==> src/rtl/shared_reg_arbiter.sv <==
// Round-robin arbiter that time-shares one WIDTH-bit register between N requesters.
// Each grant loads the winner's word, then the register is held for HOLD_CYC cycles.
module shared_reg_arbiter #(
    parameter int N        = 4,
    parameter int WIDTH    = 8,
    parameter int HOLD_CYC = 2
) (
    input  logic                                   clk,
    input  logic                                   rst_n,
    input  logic [N-1:0]                           req,
    input  logic [N*WIDTH-1:0]                     wdata,
    output logic [WIDTH-1:0]                       q,
    output logic [N-1:0]                           gnt,
    output logic [(N > 1 ? $clog2(N) : 1)-1:0]     owner,
    output logic                                   busy
);

    localparam int IW = (N > 1) ? $clog2(N) : 1;

    typedef enum logic [0:0] {
        IDLE = 1'b0,
        HOLD = 1'b1
    } state_t;

    state_t            state_reg, state_next;
    logic [3:0]        cnt_reg, cnt_next;
    logic [IW-1:0]     last_reg, last_next;
    logic [IW-1:0]     owner_reg, owner_next;
    logic [WIDTH-1:0]  q_reg, q_next;
    logic [N-1:0]      gnt_reg, gnt_next;
    logic              busy_reg, busy_next;

    logic [WIDTH-1:0]  word [N];
    logic [N-1:0]      win_onehot;
    logic [IW-1:0]     win_idx;
    logic [IW-1:0]     scan;
    logic              found;
    logic [WIDTH-1:0]  word_sel;

    function automatic logic [IW-1:0] next_idx(input logic [IW-1:0] i);
        return (i == IW'(N - 1)) ? '0 : i + 1'b1;
    endfunction

    genvar gi;
    generate
        for (gi = 0; gi < N; gi++) begin : g_unpack
            assign word[gi]       = wdata[gi*WIDTH +: WIDTH];
            assign win_onehot[gi] = found && (win_idx == IW'(gi));
        end
    endgenerate

    // Scan starts one past the last winner and wraps, giving rotating priority.
    always_comb begin
        scan    = next_idx(last_reg);
        found   = 1'b0;
        win_idx = last_reg;
        for (int k = 0; k < N; k++) begin
            if (!found && req[scan]) begin
                found   = 1'b1;
                win_idx = scan;
            end
            scan = next_idx(scan);
        end
    end

    // AND-OR select so only the winner's word can reach the register.
    always_comb begin
        word_sel = '0;
        for (int i = 0; i < N; i++) begin
            if (win_onehot[i]) begin
                word_sel = word_sel | word[i];
            end
        end
    end

    always_comb begin
        state_next = state_reg;
        cnt_next   = cnt_reg;
        last_next  = last_reg;
        owner_next = owner_reg;
        q_next     = q_reg;
        gnt_next   = '0;
        case (state_reg)
            IDLE: begin
                if (found) begin
                    q_next     = word_sel;
                    gnt_next   = win_onehot;
                    owner_next = win_idx;
                    last_next  = win_idx;
                    if (HOLD_CYC > 0) begin
                        state_next = HOLD;
                        cnt_next   = 4'(HOLD_CYC);
                    end
                end
            end
            HOLD: begin
                cnt_next = cnt_reg - 4'd1;
                if (cnt_reg == 4'd1) begin
                    state_next = IDLE;
                end
            end
            default: begin
                state_next = IDLE;
                cnt_next   = '0;
            end
        endcase
        busy_next = (state_next == HOLD);
    end

    always_ff @(posedge clk or negedge rst_n) begin
        if (!rst_n) begin
            state_reg <= IDLE;
            cnt_reg   <= '0;
            last_reg  <= IW'(N - 1);
            owner_reg <= '0;
            q_reg     <= '0;
            gnt_reg   <= '0;
            busy_reg  <= 1'b0;
        end else begin
            state_reg <= state_next;
            cnt_reg   <= cnt_next;
            last_reg  <= last_next;
            owner_reg <= owner_next;
            q_reg     <= q_next;
            gnt_reg   <= gnt_next;
            busy_reg  <= busy_next;
        end
    end

    assign q     = q_reg;
    assign gnt   = gnt_reg;
    assign owner = owner_reg;
    assign busy  = busy_reg;

endmodule

==> config.mk <==
export PLATFORM = sky130hd
export DESIGN_NAME = shared_reg_arbiter
export DESIGN_NICKNAME = d
export VERILOG_FILES = /design/src/rtl/shared_reg_arbiter.sv
export SDC_FILE = /design/constraint.sdc
export NUM_CORES = 1
export LEC_CHECK = 0
export CORE_MARGIN = 2
export CORE_UTILIZATION = 40
export DETAILED_ROUTE_END_ITERATION = 8
export GPL_ROUTABILITY_DRIVEN = 1
export PLACE_DENSITY_LB_ADDON = 0.2
export SYNTH_ARGS = -nofsm -noshare
export SYNTH_HDL_FRONTEND = slang
export SYNTH_SLANG_ARGS = --single-unit
==> constraint.sdc <==
create_clock -name clk -period 2.54 [get_ports clk]
set_clock_uncertainty 0.2 [all_clocks]
set_input_delay 0.254 -clock clk [delete_from_list [all_inputs] [get_ports clk]]
set_output_delay 0.254 -clock clk [all_outputs]
set_load 0.01 [all_outputs]
==> run_results.csv <==
group,metric,value,unit
finish,stdcell_count,249,
synth,synth-main-ff-cell,"dfrtp_1",
clock_network,clk_transition_reported_paths,0.12,ns
floorplan,io_pins,53,
finish,nets,245,
routing,viasPerCell,5.145,
sta,setup_viol,0,
placed_design,numPortBuffers,52,
sta,fmax,400.7,MHz
finish,area_growth,55.10,%
sta,final.period_utilization,98.26,%
synth,synth-seq-cells,21,
routing,drt_iter0_drc,54,
synth,synth_cell_types,45,
power,power_density,1179,nW/um2
setup_path,cp-end-kind,"flop",
synth,synth_edf_count,0,
sta,rsz0062_at_grt,"true",
grt,grt_pass1_vias,1310,
routing,routed-via-count,1281,
grt,antenna_found_initial,0,
finish,largest_register_ffs,8,
power,p_comb_share,70.4,%
finish,final_util,65.02,%
floorplan,core-area,3337,um2
clock_network,cts_tree,"done",
grt,grt_usage,18.30,%
setup_path,arrival,2.51,ns
power,internal-power,0.001507,W
sta,fin_ws,0.04414,ns
grt,grt_remaining_overflow,0,
sta,slew_headroom,71.22,%
placed_design,hpwlAfterDp,2719,um
synth,yosys-top-cells-area,"dfrtp_1 34%, mux2i_1 15%, nand2_1 5.1%, o221ai_1 5.0%, dfstp_2 3.8%",
routing,highest_layer,"met4",
power,swShare,41.06,%
setup_path,cpMostUsedCell,"nor2_4",
synth,seq_area_frac_synth,37.75,%
setup_path,path_cells,"ha_4, buf_4, o21ba_2, a211oi_1, or4_4, nor2_4, nor2_4, o221ai_1",
clock_network,cts_sinks,21,
status,status,"finished, final reports clean",
placed_design,placed_cells,241,
setup_path,slowest_stage,"dfstp_2",
floorplan,start_util,41.92,%
synth,synth.most_common_cell,"mux2i_1",
routing,wl_met3,151,um
routing,wl,3748,um
sta,worst_slew_pin_slew,0.4304,ns
synth,yosys_warnings,0,
power,p_leak,0.9171,nW
routing,drtAntennaViolNets,0,
sta,slew_viol_final,0,
hold_path,hold_path_class,"in -> async",
setup_path,cpPeakStageDelay,0.58,ns
setup_path,crit_required,2.55,ns
floorplan,dieArea,3986,um2
floorplan,die_y,63.14,um
setup_path,crit_family,"simple AND/OR/NAND/NOR gates",
setup_path,cp.buffers_inverters,1,
setup_path,crit_type,"reg -> reg",
grt,grt_max_degree,22,
finish,drive_gt1_share,22.17,%
routing,m1WireLength,1663,um
flow_run,max_cap_viol_count,0,
floorplan,row_count,21,
power,p_sw,0.001050,W
clock_network,cts_buffers,3,
routing,drc,0,
power,total_power,0.002557,W
setup_path,cp_max_fo,10,
sta,hold_viol,0,
sta,hold_ws,0.07043,ns
routing,avgRoutedWirePerCell,15.05,um
synth,synth_area_per_cell,9.921,um2
synth,syn-num-nets,182,
power,clkPwrFrac,6.4,%
synth,synth_top_area_share,33.99,%
clock_network,clkLatencyLatePin,0.30,ns
clock_network,htree_levels,1,
finish,antenna_cells,0,
placed_design,gp_congestion,0.8681,
floorplan,die_w,63.14,um
sta,layout_min_cycle_time,2.496,ns
synth,async_flop_share,100.0,%
grt,grt_pass1_wl,5982,um
routing,drt_first_pass_iters,4,
placed_design,pre_cts_ws,-0.1725,ns
setup_path,start_kind,"flop",
synth,syn_inst,141,
synth,synth_common_cells,"21 x mux2i_1, 19 x dfrtp_1, 19 x nand2_1",
synth,synth_top_area_cell,"dfrtp_1",
power,power_frac_seq,23.2,%
synth,synth_area,1399,um2
clock_network,cts_buffer_depth,2,
routing,route.met2.wl,1914,um
clock_network,cts_root_buf,"clkbuf_4",
power,vdd_ir_drop_max,0.5780,mV
-- routing by layer --
layer  global-route usage (%)  vias up
li1                         -      634
met1                    22.53      610
met2                    33.51       35
met3                    2.857        2
met4                    3.889        0
met5                        0        -
-- cell families (layout without fill, tap and decap cells) --
kind of cell	count (synthesis)	after routing	share of synthesized area, %
and+or+nand+nor	45	45	16.82
xor gates and xnor gates	1	1	0.6262
DFF	21	21	37.75
buffers and inverters	16	77	6.530
muxes	26	26	20.12
AOI/OAI and AO/OA	29	30	15.47
adders and majority gates	3	3	2.684
-- final cells by class --
cell class | instances | area [um2]
fill | 304 | 1167
inverter | 5 | 18.77
tap | 46 | 57.56
timing repair buffer | 68 | 665.6
clock buffer | 3 | 22.52
clock inverter | 1 | 5.005
multi-input combinational | 105 | 872.1
sequential | 21 | 528.0
-- power groups by stage --
stage	Clock [W]	Combinational, W	Sequential, W
2_1_floorplan	0	0.00103	0.000609
3_3_place_gp	0	0.00153	0.000580
3_5_place_dp	0	0.00157	0.000586
4_1_cts	0.000166	0.00166	0.000590
5_1_grt	0.000181	0.00196	0.000616
6_report	0.000164	0.00180	0.000593
-- cells in the final DEF, fill, tap and decap left out, drive strengths merged, types with 2 or more instances in the layout --
cell           instances
a211oi                 2
a31oi                  2
buf                   16
clkbuf                 3
clkdlybuf4s50         52
dfrtp                 19
dfstp                  2
ha                     3
inv                    5
mux2                   4
mux2i                 22
nand2                 19
nand2b                 2
nor2                   9
nor2b                  2
nor3                   2
nor3b                  2
o211ai                 3
o21a                   2
o21ai                  5
o221ai                 8
o22ai                  2
or3                    2
-- worst paths after layout --
path / startpoint / endpoint / slack, ns / cells after the start
worst max-delay path: last_reg[1] / q[3] / 0.04 / 8
worst min-delay path: rst_n / gnt[3] / 0.07 / 2
worst max register to register: last_reg[1] / q[3] / 0.04 / 8
min in group clk: owner[1] / owner[1] / 0.30 / 2
worst min register to register: owner[1] / owner[1] / 0.30 / 2
max in group asynchronous: rst_n / last_reg[0] / 1.80 / 2
-- stage by stage --
step	TNS [ns]	instance area, um2
after floorplan	0	1399
after global placement	-0.6702	2014
after detailed placement	-1.257	2014
after CTS	0	2082
after global routing	-0.1818	2170
final	0	2170
-- timing repair --
| item | in CTS | in global routing |
|---|---|---|
| setup buffers | 1 | 2 |
| cloned | 0 | 1 |
| pin swaps | 0 | 5 |
| endpoints found under the setup margin | 14 | 8 |
| gates resized for setup | 5 | 9 |
| hold buffers | 0 | 0 |
Note: power is estimated with default switching activity, not from simulation.
